**config.mk**
```make
export PLATFORM = sky130hd
export DESIGN_NAME = wptr_full_ctrl_flat
export DESIGN_NICKNAME = d
export VERILOG_FILES = /design/src/rtl/wptr_full_ctrl_if.sv /design/src/rtl/wptr_full_ctrl.sv /design/src/flat_wrapper.sv
export SDC_FILE = /design/constraint.sdc
export NUM_CORES = 1
export LEC_CHECK = 0
export CORE_MARGIN = 4
export CORE_UTILIZATION = 51
export DETAILED_ROUTE_END_ITERATION = 8
export PLACE_DENSITY_LB_ADDON = 0.25
export SYNTH_ARGS = -nofsm -noshare
export SYNTH_HDL_FRONTEND = slang
export SYNTH_SLANG_ARGS = --single-unit
export TNS_END_PERCENT = 1
```
**constraint.sdc**
```tcl
create_clock -name wclk -period 4.8 [get_ports wclk]
set_input_delay 0.72 -clock wclk [delete_from_list [all_inputs] [get_ports wclk]]
set_output_delay 0.72 -clock wclk [all_outputs]
set_load 0.1 [all_outputs]
```
**src/rtl/wptr_full_ctrl_if.sv**
```systemverilog
// Write-side bus of the async FIFO pointer controller: requests and the
// synchronized read pointer in, RAM address, Gray pointer and status out.
interface wptr_full_ctrl_if #(
  parameter int ADDRSIZE = 4,
  parameter int DROPW    = 8
);
  logic                winc;
  logic [ADDRSIZE:0]   wq2_rptr;
  logic [ADDRSIZE:0]   afull_thresh;
  logic                wovf_clr;
  logic [ADDRSIZE-1:0] waddr;
  logic [ADDRSIZE:0]   wptr;
  logic                wfull;
  logic                walmost_full;
  logic [ADDRSIZE:0]   wlevel;
  logic                wovf;
  logic [DROPW-1:0]    wdrop_cnt;

  modport master (
    output winc, wq2_rptr, afull_thresh, wovf_clr,
    input  waddr, wptr, wfull, walmost_full, wlevel, wovf, wdrop_cnt
  );

  modport slave (
    input  winc, wq2_rptr, afull_thresh, wovf_clr,
    output waddr, wptr, wfull, walmost_full, wlevel, wovf, wdrop_cnt
  );
endinterface

```
**src/rtl/wptr_full_ctrl.sv**
```systemverilog
// Write-domain pointer and status controller of the async FIFO: binary/Gray
// write pointer, full / almost-full / level flags and overflow diagnostics.
module wptr_full_ctrl #(
  parameter int ADDRSIZE = 4,
  parameter int DROPW    = 8
) (
  input  logic              wclk,
  input  logic              wrst,
  wptr_full_ctrl_if.slave   bus
);

  localparam logic [DROPW-1:0] DROP_MAX = {DROPW{1'b1}};

  logic [ADDRSIZE:0] wbin;
  logic [ADDRSIZE:0] wptr_q;
  logic              wfull_q;
  logic              walmost_full_q;
  logic [ADDRSIZE:0] wlevel_q;
  logic              wovf_q;
  logic [DROPW-1:0]  wdrop_cnt_q;

  logic              wen;
  logic              wdrop;
  logic [ADDRSIZE:0] wbin_next;
  logic [ADDRSIZE:0] wgray_next;
  logic [ADDRSIZE:0] rbin_s;
  logic [ADDRSIZE:0] level_next;
  logic [ADDRSIZE:0] full_match;
  logic              full_next;
  logic              afull_next;

  // Accept/drop decisions deliberately use the registered full flag.
  always_comb begin
    wen        = bus.winc & ~wfull_q;
    wdrop      = bus.winc & wfull_q;
    wbin_next  = wbin + (ADDRSIZE+1)'(wen);
    wgray_next = (wbin_next >> 1) ^ wbin_next;
  end

  // Full when the next write pointer is exactly one lap ahead of the read pointer.
  always_comb begin
    full_match = {~bus.wq2_rptr[ADDRSIZE:ADDRSIZE-1], bus.wq2_rptr[ADDRSIZE-2:0]};
    full_next  = (wgray_next == full_match);
  end

  always_comb begin
    rbin_s           = '0;
    rbin_s[ADDRSIZE] = bus.wq2_rptr[ADDRSIZE];
    for (int i = ADDRSIZE - 1; i >= 0; i--) begin
      rbin_s[i] = rbin_s[i+1] ^ bus.wq2_rptr[i];
    end
  end

  always_comb begin
    level_next = wbin_next - rbin_s;
    afull_next = (bus.afull_thresh != '0) && (level_next >= bus.afull_thresh);
  end

  always_ff @(posedge wclk or posedge wrst) begin
    if (wrst) begin
      wbin           <= '0;
      wptr_q         <= '0;
      wfull_q        <= 1'b0;
      walmost_full_q <= 1'b0;
      wlevel_q       <= '0;
    end else begin
      wbin           <= wbin_next;
      wptr_q         <= wgray_next;
      wfull_q        <= full_next;
      walmost_full_q <= afull_next;
      wlevel_q       <= level_next;
    end
  end

  // A drop in the same cycle as a clear restarts the count at one.
  always_ff @(posedge wclk or posedge wrst) begin
    if (wrst) begin
      wovf_q      <= 1'b0;
      wdrop_cnt_q <= '0;
    end else if (wdrop) begin
      wovf_q <= 1'b1;
      if (bus.wovf_clr) begin
        wdrop_cnt_q <= DROPW'(1);
      end else if (wdrop_cnt_q != DROP_MAX) begin
        wdrop_cnt_q <= wdrop_cnt_q + DROPW'(1);
      end
    end else if (bus.wovf_clr) begin
      wovf_q      <= 1'b0;
      wdrop_cnt_q <= '0;
    end
  end

  assign bus.waddr        = wbin[ADDRSIZE-1:0];
  assign bus.wptr         = wptr_q;
  assign bus.wfull        = wfull_q;
  assign bus.walmost_full = walmost_full_q;
  assign bus.wlevel       = wlevel_q;
  assign bus.wovf         = wovf_q;
  assign bus.wdrop_cnt    = wdrop_cnt_q;

endmodule

```
**src/flat_wrapper.sv**
```systemverilog
// flat-port wrapper written by rule: the top's interface ports become plain ports
module wptr_full_ctrl_flat 
#(
  parameter int ADDRSIZE = 4,
  parameter int DROPW    = 8
)
  (wclk, wrst, bus_winc, bus_wq2_rptr, bus_afull_thresh, bus_wovf_clr, bus_waddr, bus_wptr, bus_wfull, bus_walmost_full, bus_wlevel, bus_wovf, bus_wdrop_cnt);
  wptr_full_ctrl_if #(.ADDRSIZE(ADDRSIZE), .DROPW(DROPW)) bus_i ();
  input  logic wclk;
  input  logic wrst;
  input wire logic [$bits(bus_i.winc)-1:0] bus_winc;
  input wire logic [$bits(bus_i.wq2_rptr)-1:0] bus_wq2_rptr;
  input wire logic [$bits(bus_i.afull_thresh)-1:0] bus_afull_thresh;
  input wire logic [$bits(bus_i.wovf_clr)-1:0] bus_wovf_clr;
  output wire logic [$bits(bus_i.waddr)-1:0] bus_waddr;
  output wire logic [$bits(bus_i.wptr)-1:0] bus_wptr;
  output wire logic [$bits(bus_i.wfull)-1:0] bus_wfull;
  output wire logic [$bits(bus_i.walmost_full)-1:0] bus_walmost_full;
  output wire logic [$bits(bus_i.wlevel)-1:0] bus_wlevel;
  output wire logic [$bits(bus_i.wovf)-1:0] bus_wovf;
  output wire logic [$bits(bus_i.wdrop_cnt)-1:0] bus_wdrop_cnt;
  assign bus_i.winc = bus_winc;
  assign bus_i.wq2_rptr = bus_wq2_rptr;
  assign bus_i.afull_thresh = bus_afull_thresh;
  assign bus_i.wovf_clr = bus_wovf_clr;
  assign bus_waddr = bus_i.waddr;
  assign bus_wptr = bus_i.wptr;
  assign bus_wfull = bus_i.wfull;
  assign bus_walmost_full = bus_i.walmost_full;
  assign bus_wlevel = bus_i.wlevel;
  assign bus_wovf = bus_i.wovf;
  assign bus_wdrop_cnt = bus_i.wdrop_cnt;
  wptr_full_ctrl #(.ADDRSIZE(ADDRSIZE), .DROPW(DROPW)) u_core (.wclk(wclk), .wrst(wrst), .bus(bus_i));
endmodule
```
# Yosys cells after proc, flatten, opt, wreduce, memory -nomap -nowiden
# Index checks and enable logic that the tools add are counted.
[totals]
reg_bits = 26
inputBits = 14
out_inout_bits = 25
word_cells = 33
[classes]
add_sub_neg = 3
n_lt_le_gt_ge = 1
eq_ne = 2
n_mux = 6
n_bitwise = 9
reduce_logical = 5
[ops]
columns = ["operator", "n"]
rows = [
  ["$mux 8", 4],
  ["$add 8x1->8 const B", 1],
  ["$ne 8x8->1 const B", 1],
  ["$add 5x1->5", 1],
  ["$eq 5x5->1", 1],
  ["$ge 5x5->1", 1],
  ["$reduce_bool 5->1", 1],
  ["$sub 5x5->5", 1],
  ["$xor 4x5->5", 1],
  ["$reduce_bool 2->1", 2],
  ["$xor 1x1->1", 4],
  ["$and 1x1->1", 2],
  ["$mux 1", 2],
  ["$not 2->2", 1],
  ["$reduce_and 2->1", 1],
  ["$logic_and 1x1->1", 1],
  ["$not 1->1", 1],
]

# Longest topological paths before layout
# Gate-level depths: netlist of run 1.
[logic_depth]
ltp_word = 7
mapped_depth = 13
depth_no_buf = 13

# Worst setup path after synthesis of run 1
# OpenSTA, ideal clock, no wires.
[synth_timing]
path_kind = "flip-flop to flip-flop"
startpoint = "reg u_core.wfull_q, in the netlist u_core.bus.wfull"
endpoint = "reg u_core.walmost_full_q, in the netlist u_core.bus.walmost_full"
setup_time_ps = 126
t_arrival_ps = 3061
t_required_ps = 4674
slack_ps = 1613
stages_incl_launch_ff = 12
path_buffers = 0
period_less_slack_ps = 3187
path_cell_list = "dfrtp_1 nor2b_1 ha_1 ha_1 xor2_2 ha_1 a21o_1 a21oi_1 xnor2_1 ha_1 o22ai_1 a21oi_1"
[synth_via]
elab_chain_len = 6
[synth_rtl]
columns = ["element", "line_no", "source"]
rows = [
  ["start, declared", "wptr_full_ctrl.sv:16", "logic wfull_q;"],
  ["start signal, assigned", "wptr_full_ctrl.sv:69", "wfull_q <= full_next;"],
  ["$not 1->1", "wptr_full_ctrl.sv:34", "wen = bus.winc & ~wfull_q;"],
  ["$and 1x1->1", "wptr_full_ctrl.sv:34", ""],
  ["$add 5x1->5", "wptr_full_ctrl.sv:36", "wbin_next = wbin + (ADDRSIZE+1)'(wen);"],
  ["via u_core.wbin_next[2]", "wptr_full_ctrl.sv:24", "logic [ADDRSIZE:0] wbin_next;"],
  ["$sub 5x5->5", "wptr_full_ctrl.sv:55", "level_next = wbin_next - rbin_s;"],
  ["via u_core.level_next[4]", "wptr_full_ctrl.sv:27", "logic [ADDRSIZE:0] level_next;"],
  ["$ge 5x5->1", "wptr_full_ctrl.sv:56", "afull_next = (bus.afull_thresh != '0) && (level_next >= bus.afull_thresh);"],
  ["$logic_and 1x1->1", "wptr_full_ctrl.sv:56", ""],
  ["via u_core.afull_next", "wptr_full_ctrl.sv:30", "logic afull_next;"],
  ["end signal, assigned", "wptr_full_ctrl.sv:70", "walmost_full_q <= afull_next;"],
  ["end, declared", "wptr_full_ctrl.sv:17", "logic walmost_full_q;"],
]
# The timed path passes the listed nets, and every way through them passes these cells.
# A chain may end at the register's enable or synchronous reset.

# Worst setup path after layout of run 1
[layout_timing]
startpoint = "in bus_wq2_rptr[4]"
endpoint = "reg u_core.walmost_full_q, in the netlist u_core.bus.walmost_full"
[layout_via]
elab_chain_len = 7
[layout_rtl]
columns = ["element", "line_no", "source"]
rows = [
  ["start, declared", "flat_wrapper.sv:12", "input wire logic [$bits(bus_i.wq2_rptr)-1:0] bus_wq2_rptr;"],
  ["$xor 1x1->1 (4 in series)", "wptr_full_ctrl.sv:50", "rbin_s[i] = rbin_s[i+1] ^ bus.wq2_rptr[i];"],
  ["$sub 5x5->5 *", "wptr_full_ctrl.sv:55", ""],
  ["via u_core.level_next[4]", "wptr_full_ctrl.sv:27", ""],
  ["$ge 5x5->1 *", "wptr_full_ctrl.sv:56", ""],
  ["$logic_and 1x1->1 *", "wptr_full_ctrl.sv:56", ""],
  ["via u_core.afull_next", "wptr_full_ctrl.sv:30", ""],
]
# Mark *: on every way through the listed nets, which the timed path passes. The rest lies on a longest branch.

==> results.py, run 1 <==
metrics = {
    "status": {
        "status": "finished clean",
    },
    "global_routing": {
        "grt_usage_pct": 17.1,
        "antenna_found_initial": 0,
        "grt_first_pass_wirelength_um": 4690,
        "grt_max_degree": 26,
        "gr-total-overflow": 0,
        "first_global_vias": 1058,
    },
    "worst_setup_path": {
        "r2r_start": "u_core.bus.wfull$_DFF_PP0_",
        "start_kind": "input port",
        "path_class": "in -> reg",
        "reg2reg_slack_ns": 1.87,
        "worst_ep_required_time_ns": 5.00,
        "r2r_cells": 11,
        "cp.arrival_ns": 3.65,
        "end_kind": "register",
        "regToRegEndpoint": "u_core.bus.walmost_full$_DFF_PP0_",
        "critPathMaxFanout": 4,
    },
    "timing": {
        "worst_slack_ns": 1.35,
        "fmax_mhz": 290,
        "setup-violations-final": 0,
        "hold_viol": 0,
        "finalMaxSlewViolations": 0,
        "finClkSkew_ns": 0.00726,
        "max_slew_margin_pct": 34.2,
        "rsz0062_at_grt": "no",
        "fin_crit_sh_pct": 71.8,
        "setup_tns_ns": 0,
        "min_period_ns": 3.45,
        "worstMarginPinSlew_ns": 0.983,
    },
    "clock_network": {
        "htree_levels": 1,
        "ctsHoldBuffers": 0,
        "postCtsSetupBuffers": 0,
        "clk_latency_ns": 0.32,
        "cts_buffer_depth": 2,
        "cts_root_buf": "clkbuf_4",
        "clk_pin_slew_worst_paths_ns": 0.14,
        "cts_made_buffers": 3,
        "numClockSinks": 25,
        "cts_resized": 0,
        "cts_tree": "built",
    },
    "route": {
        "antenna_left": 0,
        "postRouteWirelength_um": 2870,
        "route.detailed.drc": 0,
        "avgRoutedWirePerCell_um": 14.1,
        "routed-via-count": 1084,
        "via_per_inst": 5.31,
        "drt_iter0_drc": 33,
        "drtPass1Iterations": 6,
    },
    "layout": {
        "multi_input_area_um2": 713,
        "antenna_cells": 0,
        "drive_gt1_share_pct": 6.32,
        "register_area_um2": 626,
        "stdcell_count": 204,
        "area_delta_synth_final_pct": 31.5,
        "num-fill-cells": 200,
        "fin_nets": 202,
        "fin_util_pct": 72.2,
    },
    "worst_hold_path": {
        "whs_endpoint": "u_core.bus.wovf$_DFFE_PP0P_",
        "hp-start": "u_core.bus.wovf$_DFFE_PP0P_",
        "hp-class": "reg -> reg",
        "whs_path_depth": 2,
    },
    "run": {
        "cap_viol_max_count": 0,
    },
    "floorplan": {
        "core_um2": 2570,
        "start_util_pct": 54.9,
        "die_h_um": 60.6,
        "die_area_um2": 3670,
        "ios": 39,
        "core.rowCount": 18,
        "chipWidth_um": 60.6,
    },
    "yosys": {
        "syn_avg_cell_area_um2": 10.6,
        "synth_cell_type_count": 34,
        "synth_seq_cells": 25,
        "ys_warn_count": 0,
        "ys_seq_area_share_pct": 44.4,
        "syn_nets": 160,
        "synth_edf_count": 0,
        "synthCells": 133,
        "ys.flop_type": "dfrtp_1",
        "synthArstFlopShare_pct": 100,
        "synth_top_area_share_pct": 44.4,
        "yosys-top-cells-area": "dfrtp_1 44%, ha_1 11%, xnor2_1 8.7%, inv_1 4.8%, xor2_2 3.5%",
        "syn-cell-area_um2": 1410,
        "synth_top_area_cell": "dfrtp_1",
    },
    "place": {
        "dp_hpwl_um": 2390,
        "dp_slack_ns": 1.01,
        "gp_congestion": 0.761,
        "placed_cells": 200,
        "port_buffers": 38,
    },
}
## stage by stage
stage | hold slack (ns) | area, um^2
6_report | 0.547 | 1850
5_1_grt | 0.594 | 1850
4_1_cts | 0.549 | 1850
3_5_place_dp | 0.522 | 1820
3_3_place_gp | 0.520 | 1820
2_1_floorplan | 0.747 | 1410
## area by class of cell
| cell class | count | share of cell area (%) |
|---|---|---|
| inverter | 18 | 3.64 |
| clock inverter | 1 | 0.405 |
| sequential | 25 | 33.7 |
| tap | 30 | 2.02 |
| multi-input combinational | 89 | 38.5 |
| timing repair buffer | 38 | 20.5 |
| clock buffer | 3 | 1.21 |
## worst max-delay path: stages
cell	delay (ns)
clkdlybuf4s50_1	0.48
xnor2_1	0.32
xor2_2	0.22
xnor2_2	0.16
xnor2_1	0.10
ha_1	0.21
fa_1	0.40
inv_1	0.07
a21o_1	0.10
a21oi_1	0.07
xnor2_1	0.26
ha_1	0.29
o22ai_1	0.19
a21oi_1	0.07
## flip-flops by register name, indices dropped and copies added (netlist names)
signal	count
u_core.bus.wlevel	5
u_core.bus.wfull	1
u_core.bus.wptr	4
u_core.bus.walmost_full	1
u_core.bus.wovf	1
u_core.bus.wdrop_cnt	8
u_core.wbin	5
## metal layers
metal	routed length, um	track usage (%)	vias up	share of wire, %
met4	35	5.57	0	1.2
li1	-	-	531	-
met3	172	3.19	4	6.0
met2	1570	32.4	33	54
met5	0	0	-	0
met1	1100	19.0	516	38
## worst max-delay path by stage
stage | from | endpoint | slack [ns]
floorplan | u_core.bus.wfull$_DFF_PP0_ | u_core.bus.walmost_full$_DFF_PP0_ | 1.61
global placement | bus_wq2_rptr[4] | u_core.bus.walmost_full$_DFF_PP0_ | 1.20
detailed placement | bus_wq2_rptr[4] | u_core.bus.walmost_full$_DFF_PP0_ | 1.01
CTS | bus_wq2_rptr[4] | u_core.bus.walmost_full$_DFF_PP0_ | 1.36
global route | bus_wq2_rptr[4] | u_core.bus.walmost_full$_DFF_PP0_ | 1.16
finish | bus_wq2_rptr[4] | u_core.bus.walmost_full$_DFF_PP0_ | 1.35
## cells by family after synthesis
| logic type | synth area share, % |
|---|---|
| DFF | 44.4 |
| muxes | 0.710 |
| xor gates and xnor gates | 16.4 |
| adders and majority gates | 12.1 |
| AOI/OAI and AO/OA | 8.43 |
| buffers and inverters | 5.06 |
| and+or+nand+nor | 13.0 |
## synthesized netlist by cell type, types with 2 or more instances
| master | count |
|---|---|
| o21ai_0 | 3 |
| nand2_1 | 4 |
| nor4b_1 | 2 |
| nor2_1 | 7 |
| dfrtp_1 | 25 |
| nand3_1 | 6 |
| xor2_2 | 3 |
| a21oi_1 | 5 |
| inv_1 | 18 |
| xnor2_1 | 14 |
| nor3_1 | 5 |
| a21o_1 | 2 |
| ha_1 | 12 |
| xor2_1 | 5 |
| nor2b_1 | 2 |
| or3_1 | 2 |
## cell usage in the layout, fill, tap and decap left out, types with 2 or more instances in the layout
cell type        synthesis  layout
nand3_1                  6       6
xnor2_1                 14      14
nor3_1                   5       5
xor2_2                   3       3
ha_1                    12      12
nor2b_1                  2       2
nand2_1                  4       4
o21ai_0                  3       3
a21o_1                   2       2
dfrtp_1                 25      25
clkdlybuf4s50_1          0      38
xor2_1                   5       5
or3_1                    2       2
clkbuf_4                 0       3
nor4b_1                  2       2
inv_1                   18      18
a21oi_1                  5       5
nor2_1                   7       7
Power of run 1 is not shown: default switching activity piles up to over one toggle a cycle in this logic, so the estimate is an artifact.
==> run 2: changes to the inputs <==
CORE_UTILIZATION = 43   (was 51)
clock period = 2.89 ns   (was 4.8 ns; I/O delays follow)
==> results.py, run 2 (same netlist as run 1, synthesis figures left out) <==
metrics = {
    "worst_setup_path": {
        "critPathMaxFanout": 2,
        "end_kind": "register",
        "worst_ep_required_time_ns": 3.09,
        "crit_path_start": "bus_wq2_rptr[2]",
        "path_class": "in -> reg",
        "r2r_start": "u_core.bus.wfull$_DFF_PP0_",
        "cp.arrival_ns": 2.93,
        "start_kind": "input port",
    },
    "timing": {
        "finClkSkew_ns": 0.00503,
        "setup-violations-final": 0,
        "finalMaxSlewViolations": 0,
        "fin_crit_sh_pct": 94.3,
        "rsz0062_at_grt": "no",
        "hold_viol": 0,
        "fin_hold_ws_ns": 0.431,
        "max_slew_margin_pct": 68.1,
        "min_period_ns": 2.73,
        "worstMarginPinSlew_ns": 0.477,
        "worst_slack_ns": 0.163,
        "fmax_mhz": 367,
    },
    "place": {
        "dp_hpwl_um": 2440,
        "dp_slack_ns": -0.497,
        "port_buffers": 38,
        "place_area_um2": 1940,
        "gp_congestion": 0.752,
    },
    "clock_network": {
        "cts_root_buf": "clkbuf_4",
        "clk_pin_slew_worst_paths_ns": 0.12,
        "numClockSinks": 25,
        "clk_latency_ns": 0.30,
        "cts_buffer_depth": 2,
        "cts_tree": "built",
        "cts_made_buffers": 3,
        "htree_levels": 1,
    },
    "layout": {
        "num-fill-cells": 260,
        "area_delta_synth_final_pct": 43.5,
        "antenna_cells": 0,
        "fin_nets": 226,
        "register_area_um2": 632,
        "stdcell_area_um2": 2020,
        "drive_gt1_share_pct": 34.3,
        "final_cell_mix": "49 x buf_4, 22 x dfrtp_1, 18 x inv_1",
        "fin_util_pct": 65.2,
        "largest_register_ffs": 8,
        "multi_input_area_um2": 743,
        "final_common_cell": "buf_4",
    },
    "route": {
        "avgRoutedWirePerCell_um": 11.9,
        "drtPass1Iterations": 4,
        "route.detailed.drc": 0,
        "antenna_left": 0,
        "postRouteWirelength_um": 2890,
        "routed-via-count": 1134,
        "drt_iter0_drc": 54,
        "via_per_inst": 4.69,
    },
    "floorplan": {
        "die_h_um": 65.3,
        "chipWidth_um": 65.3,
        "core.rowCount": 20,
        "ios": 39,
        "core_um2": 3100,
        "start_util_pct": 45.4,
        "die_area_um2": 4260,
    },
    "worst_hold_path": {
        "hp-class": "in -> async",
    },
    "global_routing": {
        "first_global_vias": 1200,
        "grt_first_pass_wirelength_um": 5180,
        "gr-total-overflow": 0,
        "grt_max_degree": 15,
        "grt_usage_pct": 15.2,
        "antenna_found_initial": 0,
    },
    "run": {
        "cap_viol_max_count": 0,
    },
    "status": {
        "status": "finished clean",
    },
}
## run 2: cell types whose count changed in the layout (fill, tap and decap cells not counted), sizes merged
cell | before | now
clkbuf | 3 | 4
dlymetal6s2s | 0 | 1
clkdlybuf4s50 | 38 | 11
clkinvlp | 1 | 0
dlygate4sd2 | 0 | 1
buf | 0 | 49
## run 2: layer usage
| layer | vias to the layer above | GRT usage (%) | part of all wire (%) |
|---|---|---|---|
| li1 | 571 | - | - |
| met1 | 534 | 18.4 | 41 |
| met2 | 29 | 28.2 | 53 |
| met3 | 0 | 2.91 | 6.2 |
| met4 | 0 | 2.33 | 0 |
| met5 | - | 0 | 0 |
## run 2: critical path, cell delays in order
cell	delay [ns]
clkdlybuf4s50_1	0.54
xor2_2	0.21
xnor2_2	0.15
xnor2_1	0.16
ha_2	0.22
fa_2	0.21
inv_1	0.04
a21o_1	0.14
a21oi_1	0.16
xnor2_1	0.15
ha_1	0.26
o22ai_1	0.18
a21oi_1	0.06
## run 2: final timing paths
check,to,slack (ns),cells past startpoint
max,u_core.bus.walmost_full$_DFF_PP0_,0.16,13
min,u_core.bus.wdrop_cnt[3]$_DFFE_PP0P_,0.43,2
max reg2reg,u_core.bus.walmost_full$_DFF_PP0_,0.30,12
min reg2reg,u_core.bus.wovf$_DFFE_PP0P_,0.55,2
max in group asynchronous,u_core.wbin[3]$_DFF_PP0_,1.91,3
min in group wclk,u_core.bus.wovf$_DFFE_PP0P_,0.55,2
## run 2: through the flow
| step | cells | TNS (ns) |
|---|---|---|
| after CTS | 240 | 0 |
| after global routing | 242 | 0 |
| after global placement | 234 | -0.330 |
| after floorplan | 133 | 0 |
| after detailed placement | 234 | -0.497 |
| final | 242 | 0 |
## run 2: final cells by class
class | count | share of cell area [%]
repair buffers | 62 | 24.7
clock buffers | 4 | 1.30
inverters | 18 | 3.34
multi-input cells | 89 | 36.7
flip-flops and latches | 25 | 31.2
well taps | 44 | 2.72
## run 2: what timing repair did
item                       CTS  global route
gates resized for setup      4             4
buffers inserted             2             2
gates cloned                 0             0
pin swaps                    4             4
setup endpoints to repair    1             1
hold buffers                 0             0
Power of run 2 is left out for the same reason.
==> run 3: changes to the inputs <==
PLACE_DENSITY = 0.78   (was default)
PLACE_DENSITY_LB_ADDON = default   (was 0.25)
==> results.py, run 3 (same netlist as run 1, synthesis figures left out) <==
metrics = {
    "status": {
        "status": "finished clean",
    },
    "layout": {
        "final_cell_mix": "50 x buf_4, 22 x dfrtp_1, 18 x inv_1",
        "largest_register_ffs": 8,
        "drive_gt1_share_pct": 33.7,
        "stdcell_area_um2": 2020,
        "final_common_cell": "buf_4",
        "antenna_cells": 0,
        "area_delta_synth_final_pct": 43.0,
        "stdcell_count": 243,
        "fin_nets": 227,
    },
    "route": {
        "antenna_left": 0,
        "routed-via-count": 1126,
        "via_per_inst": 4.63,
        "drt_iter0_drc": 61,
        "postRouteWirelength_um": 2960,
        "avgRoutedWirePerCell_um": 12.2,
        "route.detailed.drc": 0,
        "drtPass1Iterations": 4,
    },
    "timing": {
        "max_slew_margin_pct": 50.6,
        "fmax_mhz": 360,
        "setup_tns_ns": 0,
        "finalMaxSlewViolations": 0,
        "hold_viol": 0,
        "min_period_ns": 2.78,
        "finClkSkew_ns": 0.00254,
        "fin_crit_sh_pct": 96.1,
        "worstMarginPinSlew_ns": 0.740,
        "setup-violations-final": 0,
    },
    "clock_network": {
        "ctsHoldBuffers": 0,
        "cts_tree": "built",
        "clk_pin_slew_worst_paths_ns": 0.13,
        "cts_buffer_depth": 2,
        "clk_latency_ns": 0.32,
        "htree_levels": 1,
        "cts_root_buf": "clkbuf_4",
        "numClockSinks": 25,
        "cts_made_buffers": 3,
    },
    "worst_setup_path": {
        "reg2reg_slack_ns": 0.26,
        "worst_ep_required_time_ns": 3.10,
        "r2r_start": "u_core.bus.wfull$_DFF_PP0_",
        "cp.arrival_ns": 2.99,
        "critPathMaxFanout": 2,
        "r2r_cells": 11,
        "path_class": "in -> reg",
        "end_kind": "register",
        "start_kind": "input port",
        "regToRegEndpoint": "u_core.bus.walmost_full$_DFF_PP0_",
    },
    "floorplan": {
        "core.rowCount": 20,
        "chipWidth_um": 65.3,
        "ios": 39,
        "start_util_pct": 45.4,
        "die_h_um": 65.3,
        "die_area_um2": 4260,
        "core_um2": 3100,
    },
    "place": {
        "port_buffers": 38,
        "gp_congestion": 0.740,
        "place_area_um2": 1940,
        "dp_hpwl_um": 2440,
        "placed_cells": 235,
    },
    "global_routing": {
        "grt_first_pass_wirelength_um": 5060,
        "antenna_found_initial": 0,
        "grt_usage_pct": 15.2,
        "grt_max_degree": 20,
        "first_global_vias": 1189,
        "gr-total-overflow": 0,
    },
    "run": {
        "cap_viol_max_count": 0,
    },
    "worst_hold_path": {
        "hp-class": "in -> async",
    },
}
run 3: area by class of cell:
cell class,count,area [um^2]
Timing Repair Buffer,63,507
Fill cell,270,1090
Multi-Input combinational cell,89,729
Inverter,18,67.6
Sequential cell,25,632
Tap cell,44,55.1
Clock buffer,4,26.3
run 3: critical path, stage by stage:
cell             delay [ns]
clkdlybuf4s50_1        0.42
nor2b_1                0.14
ha_1                   0.20
ha_2                   0.33
inv_1                  0.07
fa_2                   0.40
inv_1                  0.06
a21o_1                 0.14
a21oi_2                0.07
xnor2_1                0.22
ha_1                   0.27
o22ai_1                0.17
a21oi_1                0.06
run 3: stage by stage:
stage / utilization [%] / worst slack [ns] / hold slack, ns
6_report: 65.0 / 0.113 / 0.523
5_1_grt: 65.0 / -0.0416 / 0.556
4_1_cts: 64.2 / 0.00408 / 0.541
3_5_place_dp: 62.6 / -0.487 / 0.525
3_3_place_gp: 62.6 / -0.352 / 0.517
2_1_floorplan: - / 0.0735 / 0.461
run 3: what timing repair did:
action / in CTS / in global routing
hold endpoints to repair: 0 / 0
pin swaps: 5 / 5
buffers inserted: 2 / 2
setup endpoints to repair: 1 / 1
gates resized for setup: 3 / 3
run 3: per-layer routing:
layer / global-route usage [%] / vias to the layer above / part of all wire, %
met3: 2.05 / 5 / 4.9
li1: - / 576 / -
met5: 0 / - / 0
met4: 5.44 / 0 / 1.6
met2: 27.9 / 25 / 52
met1: 18.0 / 520 / 42
run 3: worst max path at each step:
stage                     cells after the start                           endpoint  slack, ns                  startpoint
final                                        13  u_core.bus.walmost_full$_DFF_PP0_       0.11                    bus_winc
after global routing                         13  u_core.bus.walmost_full$_DFF_PP0_      -0.04                    bus_winc
after detailed placement                     14  u_core.bus.walmost_full$_DFF_PP0_      -0.49             bus_wq2_rptr[4]
after CTS                                    14  u_core.bus.walmost_full$_DFF_PP0_      0.004             bus_wq2_rptr[4]
after floorplan                              11  u_core.bus.walmost_full$_DFF_PP0_       0.07  u_core.bus.wfull$_DFF_PP0_
after global placement                       14  u_core.bus.walmost_full$_DFF_PP0_      -0.35             bus_wq2_rptr[4]
Power of run 3 is left out for the same reason.
